$ cat src/rtl/raster_pkg.sv
`default_nettype none
// ============================================================================
//  Module      : raster_pkg
//  Description : Shared types and screen defaults for the raster engines
//                (circle and line rasterisers).
//  Revision    : 1.0 - initial release
// ============================================================================
package raster_pkg;

    // Default visible screen geometry.
    localparam int SCREEN_W_DEF = 640;
    localparam int SCREEN_H_DEF = 480;

    // Default coordinate widths used by the packed pixel address.
    localparam int X_W_DEF = 10;
    localparam int Y_W_DEF = 9;

    // Rasteriser control states.
    typedef enum logic [1:0] {
        ST_IDLE = 2'd0,
        ST_EMIT = 2'd1,
        ST_STEP = 2'd2,
        ST_FIN  = 2'd3
    } raster_state_t;

    // Pixel address as presented to the pixel writer: x in the high bits.
    typedef struct packed {
        logic [X_W_DEF-1:0] x;
        logic [Y_W_DEF-1:0] y;
    } pix_addr_t;

endpackage
`default_nettype wire

$ cat src/rtl/raster_clip.sv
`default_nettype none
// ============================================================================
//  Module      : raster_clip
//  Description : Combinational screen clipping helpers: point in-bounds test,
//                row in-bounds test and horizontal span clamp.
//  Revision    : 1.0 - initial release
// ============================================================================
module raster_clip #(
    parameter int CW       = 12,
    parameter int SCREEN_W = 640,
    parameter int SCREEN_H = 480
) (
    input  logic signed [CW-1:0] px,
    input  logic signed [CW-1:0] py,
    input  logic signed [CW-1:0] lo,
    input  logic signed [CW-1:0] hi,
    output logic                 pt_in,
    output logic                 row_in,
    output logic                 span_ok,
    output logic signed [CW-1:0] lo_cl,
    output logic signed [CW-1:0] hi_cl
);

    localparam logic signed [CW-1:0] c_zero = '0;
    localparam logic signed [CW-1:0] c_xmax = CW'(SCREEN_W - 1);
    localparam logic signed [CW-1:0] c_ymax = CW'(SCREEN_H - 1);

    // Bounds tests and span clamp to the visible columns.
    always_comb begin
        row_in  = (py >= c_zero) && (py <= c_ymax);
        pt_in   = row_in && (px >= c_zero) && (px <= c_xmax);
        lo_cl   = (lo < c_zero) ? c_zero : lo;
        hi_cl   = (hi > c_xmax) ? c_xmax : hi;
        span_ok = (lo_cl <= hi_cl);
    end

endmodule
`default_nettype wire

$ cat src/rtl/circle_raster_v2.sv
`default_nettype none
// ============================================================================
//  Module      : circle_raster_v2
//  Description : Midpoint circle rasteriser (outline or filled) with screen
//                clipping, streaming {x, y} pixel addresses over valid/ready.
//  Revision    : 1.0 - initial release
// ============================================================================
module circle_raster_v2
    import raster_pkg::*;
#(
    parameter int X_W      = 10,
    parameter int Y_W      = 9,
    parameter int R_W      = 9,
    parameter int SCREEN_W = SCREEN_W_DEF,
    parameter int SCREEN_H = SCREEN_H_DEF
) (
    input  logic               clk,
    input  logic               n_rst,
    input  logic               start,
    input  logic [X_W-1:0]     cx,
    input  logic [Y_W-1:0]     cy,
    input  logic [R_W-1:0]     radius,
    input  logic               fill,
    input  logic               abort,
    output logic               pix_valid,
    input  logic               pix_ready,
    output logic [X_W+Y_W-1:0] pix_addr,
    output logic               busy,
    output logic               done
);

    localparam int CW = X_W + 2;   // signed coordinate width
    localparam int DW = R_W + 3;   // signed decision-variable width

    localparam logic signed [CW-1:0] c_c_one = {{(CW-1){1'b0}}, 1'b1};
    localparam logic signed [DW-1:0] c_d_one = {{(DW-1){1'b0}}, 1'b1};

    raster_state_t          r_state;
    logic signed [CW-1:0]   r_cx, r_cy, r_x, r_y, r_col;
    logic signed [DW-1:0]   r_d;
    logic                   r_fill;
    logic [2:0]             r_idx;
    logic                   r_col_act;

    logic signed [CW-1:0]   w_ox, w_oy, w_row, w_half;
    logic signed [CW-1:0]   w_px, w_py, w_lo, w_hi, w_lo_cl, w_hi_cl, w_col;
    logic signed [CW-1:0]   w_ex, w_ey;
    logic                   w_pt_in, w_row_in, w_span_ok;
    logic                   w_fill_ok, w_row_done, w_emit_ok, w_last, w_adv;
    logic signed [CW-1:0]   w_y_n, w_x_n;
    logic signed [DW-1:0]   w_y2, w_x2, w_d_n;
    logic                   w_more;

    // Octant offsets for outline points and row/half-width for fill spans.
    always_comb begin
        w_ox   = '0;
        w_oy   = '0;
        w_row  = '0;
        w_half = '0;
        case (r_idx)
            3'd0: begin w_ox =  r_x; w_oy =  r_y; end
            3'd1: begin w_ox =  r_y; w_oy =  r_x; end
            3'd2: begin w_ox = -r_y; w_oy =  r_x; end
            3'd3: begin w_ox = -r_x; w_oy =  r_y; end
            3'd4: begin w_ox = -r_x; w_oy = -r_y; end
            3'd5: begin w_ox = -r_y; w_oy = -r_x; end
            3'd6: begin w_ox =  r_y; w_oy = -r_x; end
            default: begin w_ox = r_x; w_oy = -r_y; end
        endcase
        case (r_idx[1:0])
            2'd0: begin w_row = r_cy + r_y; w_half = r_x; end
            2'd1: begin w_row = r_cy - r_y; w_half = r_x; end
            2'd2: begin w_row = r_cy + r_x; w_half = r_y; end
            default: begin w_row = r_cy - r_x; w_half = r_y; end
        endcase
        w_px = r_cx + w_ox;
        w_py = r_fill ? w_row : (r_cy + w_oy);
        w_lo = r_cx - w_half;
        w_hi = r_cx + w_half;
    end

    raster_clip #(
        .CW       (CW),
        .SCREEN_W (SCREEN_W),
        .SCREEN_H (SCREEN_H)
    ) u_clip (
        .px      (w_px),
        .py      (w_py),
        .lo      (w_lo),
        .hi      (w_hi),
        .pt_in   (w_pt_in),
        .row_in  (w_row_in),
        .span_ok (w_span_ok),
        .lo_cl   (w_lo_cl),
        .hi_cl   (w_hi_cl)
    );

    // Current candidate pixel, its visibility and whether it ends the iteration.
    always_comb begin
        w_adv      = !pix_valid || pix_ready;
        w_col      = r_col_act ? r_col : w_lo_cl;
        w_fill_ok  = w_row_in && w_span_ok;
        w_row_done = !w_fill_ok || (w_col >= w_hi_cl);
        w_emit_ok  = r_fill ? w_fill_ok : w_pt_in;
        w_ex       = r_fill ? w_col : w_px;
        w_ey       = w_py;
        w_last     = r_fill ? ((r_idx == 3'd3) && w_row_done) : (r_idx == 3'd7);
    end

    // Midpoint step: new y first, then x and d using the updated values.
    always_comb begin
        w_y_n  = r_y + c_c_one;
        w_x_n  = r_d[DW-1] ? r_x : (r_x - c_c_one);
        w_y2   = DW'(w_y_n);
        w_x2   = DW'(w_x_n);
        w_d_n  = r_d[DW-1] ? (r_d + (w_y2 <<< 1) + c_d_one)
                           : (r_d + ((w_y2 - w_x2) <<< 1) + c_d_one);
        w_more = (w_y_n <= w_x_n);
    end

    // Control FSM with registered pixel stream and status outputs.
    always_ff @(posedge clk) begin
        if (!n_rst) begin
            r_state   <= ST_IDLE;
            r_cx      <= '0;
            r_cy      <= '0;
            r_x       <= '0;
            r_y       <= '0;
            r_d       <= '0;
            r_col     <= '0;
            r_fill    <= 1'b0;
            r_idx     <= '0;
            r_col_act <= 1'b0;
            pix_valid <= 1'b0;
            pix_addr  <= '0;
            busy      <= 1'b0;
            done      <= 1'b0;
        end else if (abort) begin
            r_state   <= ST_IDLE;
            r_col_act <= 1'b0;
            pix_valid <= 1'b0;
            busy      <= 1'b0;
            done      <= 1'b0;
        end else begin
            done <= 1'b0;
            case (r_state)
                ST_IDLE: begin
                    if (start) begin
                        r_cx      <= CW'($signed({1'b0, cx}));
                        r_cy      <= CW'($signed({1'b0, cy}));
                        r_x       <= CW'($signed({1'b0, radius}));
                        r_y       <= '0;
                        r_d       <= c_d_one - DW'($signed({1'b0, radius}));
                        r_fill    <= fill;
                        r_idx     <= '0;
                        r_col_act <= 1'b0;
                        busy      <= 1'b1;
                        r_state   <= ST_EMIT;
                    end
                end
                ST_EMIT: begin
                    if (w_adv) begin
                        pix_valid <= w_emit_ok;
                        pix_addr  <= {X_W'(w_ex), Y_W'(w_ey)};
                        if (w_last) begin
                            r_idx     <= '0;
                            r_col_act <= 1'b0;
                            r_state   <= ST_STEP;
                        end else if (r_fill && !w_row_done) begin
                            r_col     <= w_col + c_c_one;
                            r_col_act <= 1'b1;
                        end else begin
                            r_idx     <= r_idx + 3'd1;
                            r_col_act <= 1'b0;
                        end
                    end
                end
                ST_STEP: begin
                    if (w_adv) begin
                        pix_valid <= 1'b0;
                        r_y       <= w_y_n;
                        r_x       <= w_x_n;
                        r_d       <= w_d_n;
                        done      <= !w_more;
                        r_state   <= w_more ? ST_EMIT : ST_FIN;
                    end
                end
                default: begin
                    busy    <= 1'b0;
                    r_state <= ST_IDLE;
                end
            endcase
        end
    end

endmodule
`default_nettype wire

$ cat config.mk
export PLATFORM = sky130hd
export DESIGN_NAME = circle_raster_v2
export DESIGN_NICKNAME = d
export VERILOG_FILES = /design/src/rtl/raster_pkg.sv /design/src/rtl/raster_clip.sv /design/src/rtl/circle_raster_v2.sv
export SDC_FILE = /design/constraint.sdc
export NUM_CORES = 1
export LEC_CHECK = 0
export CORE_ASPECT_RATIO = 2
export CORE_UTILIZATION = 30
export CTS_CLUSTER_SIZE = 14
export DETAILED_ROUTE_END_ITERATION = 10
export PLACE_DENSITY = 0.55
export SLEW_MARGIN = 30
export SYNTH_ARGS = -nofsm -noshare
export SYNTH_HDL_FRONTEND = slang
export SYNTH_SLANG_ARGS = --single-unit
$ cat constraint.sdc
create_clock -name clk -period 6.3 [get_ports clk]
set_input_delay 1.26 -clock clk [delete_from_list [all_inputs] [get_ports clk]]
set_output_delay 1.26 -clock clk [all_outputs]
set_load 0.02 [all_outputs]
==> reports/metrics.cfg <==
[status]
outcome=completed

[timing]
post-route-period-util_pct=95.3
postLayoutSetupSlackWorst_ns=0.298
max_clock_freq_ghz=0.167
finalSetupViolations=0
final.min_clock_period_ns=6.00
whs_ns=0.451
clock_skew_ns=0.00491
slew_viol_final=0
slew_headroom_pct=34.7
hold_viol=0
worstMarginPinSlew_ns=0.980

[logic_synthesis]
post-synth-top-area-cell=dfxtp_1
ys_async_sr_fraction_pct=0
synth_commonest_cells=nand2_1 (182), nor2_1 (163), a21oi_1 (141)
synth_top_area_share_pct=17.7
postSynthCellCount=1510
ys.flop_type=dfxtp_1
synth_seq_cells=96
synthDistinctLibCells=82
synth-edff-count=0
synthesis.area_um2=10800
synth_most_common_cell=nand2_1
synth.net_count=1668
seq_area_frac_synth_pct=17.7
syn_avg_cell_area_um2=7.17
synth_area_leaders=dfxtp_1 (18%), ha_1 (14%), a21oi_1 (6.5%), nand2_1 (6.3%), xnor2_1 (6.2%)
ys.warnings.count=0

[route]
drc=0
drt-vias-per-instance=5.68
drt-initial-drc-count=698
vias=11624
wl_um=44700
dr.pass1.iters=5
ant_nets=0
wl_per_cell_um=21.8

[power_and_ir_drop]
p_switching_uw=1080
leakage_uw=0.00522
powerDensity_nw_per_um2=195
p_int_uw=1430
p_clk_share_pct=24.2
ir_drop_mv=0.140
p_seq_share_pct=26.3
p_sw_share_pct=43.0
power_frac_comb_pct=49.5

[cells_and_area]
drive_gt1_share_pct=11.9
multiInputGateArea_um2=8460
final_core_util_pct=36.1
fin_area_um2=12900
diodes=0
seq_area_um2=1920
area_growth_pct=19.1
fin_nets=1749
fillers=3771

[placement]
io_buffers=55
gp_congestion=0.955
placed_cell_area_um2=12300
pre_cts_slack_ns=-0.0508
hpwl_um=35500

[clock_network]
cts_inserted_buffers=9
clkTransAtPathRegs_ns=0.08
postCtsHoldBufs=0
clk_latency_ns=0.39
clk_path_buf_depth=2
cts_sinks=96
cts_root_buf=clkbuf_16
tritoncts=built
htree_num_levels=3

[min_path]
hp-class=reg2reg

[die]
dieArea_um2=36900
fp.coreArea_um2=35700
die_h_um=271
start_util_pct=30.3
rows=98
ios=56
die_w_um=136

[worst_setup_path]
crit_path_max_fanout=7
cp.required_ns=6.60
setup.worst_path.start_class=flip-flop
arrival_ns=6.30
crit_type=reg2reg
endpoint_kind=flip-flop
crit_path_max_incr_delay_ns=0.41
cpMaxStageDelayCell=a2111oi_2
cpMostUsedCell=buf_4

[global_routing]
grt_pass1_wl_um=67700
antenna_found_initial=0
grt-ovfl-total=0
grt_use_total_pct=24.6
grt_max_degree=44
grt_pass1_vias=11739

[job]
maxCapViolCount=0

cell families (layout without fill, tap and decap cells):
kind of cell    count (synthesis)  after routing  synth area share, %
fa+ha+maj                     124            124                 14.8
xor+xnor                      108            108                 8.74
flops                          96             96                 17.7
buf+inv                       159            245                 5.84
mux                            29             29                 2.81
compound gates                451            451                 26.8
simple gates                  543            543                 23.3
flip-flops by register name (all words and copies together), names as in the netlist, 2 cells and up:
signal	cells
pix_addr	19
r_d	12
r_state	2
r_cx	10
r_x	12
r_cy	9
r_col	12
r_y	12
r_idx	3
critical path: cells and delay by family, from the launching register on:
kind / cells / cell delay [ns]
AO/OA/AOI/OAI: 9 / 2.12
adder cells (fa/ha/maj): 3 / 0.73
buffers and inverters: 9 / 1.33
flip-flops: 1 / 0.34
multiplexers: 2 / 0.46
AND/OR/NAND/NOR: 6 / 0.93
cell type report:
type                            count  area share (%)
Timing Repair Buffer              161            10.8
Sequential cell                    96            14.9
Inverter                           68            1.98
Clock inverter                      7           0.621
Clock buffer                        9            1.75
Tap cell                          450            4.37
Multi-Input combinational cell   1255            65.6
power groups by stage:
stage | combinational [µW] | sequential, µW | clock [µW]
6_report | 1240 | 662 | 608
5_1_grt | 1360 | 664 | 635
4_1_cts | 1190 | 661 | 623
3_5_place_dp | 1180 | 675 | 0
3_3_place_gp | 1180 | 676 | 0
2_1_floorplan | 755 | 668 | 0
stage by stage:
stage | power, µW | TNS (ns) | std cells
global route | 2660 | -0.0714 | 2046
floorplan | 1420 | 0 | 1510
CTS | 2480 | 0 | 2039
detailed placement | 1860 | -0.162 | 2023
global placement | 1850 | 0 | 2023
finish | 2510 | 0 | 2046
per-layer routing:
| layer | vias to the layer above | part of all wire (%) | global-route usage [%] | wire length, µm |
|---|---|---|---|---|
| met4 | 0 | 7.5 | 17.9 | 3350 |
| met5 | - | 0 | 0 | 0 |
| met2 | 367 | 55 | 47.5 | 24700 |
| met1 | 5538 | 34 | 22.8 | 15000 |
| met3 | 159 | 3.6 | 3.13 | 1600 |
| li1 | 5560 | - | - | - |
cells in the final DEF, fill, tap and decap left out, drive strengths merged, types with 15 or more instances in the layout:
cell	instances
or3	15
clkdlybuf4s50	55
a211oi	21
ha	117
mux2i	18
inv	70
buf	105
a21oi	141
a22oi	18
xor2	31
o211ai	24
a21o	22
nor2	163
xnor2	77
o31ai	20
nand2	182
nor2b	21
o21ai	95
nand2b	15
dfxtp	96
nand3	24
nor3	46
repair_timing:
| item | CTS | global route |
|---|---|---|
| pin swaps | 0 | 18 |
| endpoints found under the setup margin | 13 | 18 |
| cloned | 0 | 1 |
| resized for setup | 3 | 49 |
| setup buffers | 0 | 6 |
| hold endpoints to repair | 0 | 0 |
final timing paths:
kind	slack (ns)	start	end	cells past startpoint
max	0.30	r_idx[0]$_SDFFE_PN0P_	r_col[11]$_SDFFE_PN0P_	29
min	0.45	pix_addr[4]$_SDFFE_PN0P_	pix_addr[4]$_SDFFE_PN0P_	2
min reg2reg	0.45	pix_addr[4]$_SDFFE_PN0P_	pix_addr[4]$_SDFFE_PN0P_	2
max reg2reg	0.30	r_idx[0]$_SDFFE_PN0P_	r_col[11]$_SDFFE_PN0P_	29
No activity file was read; power rests on OpenSTA's default activity.
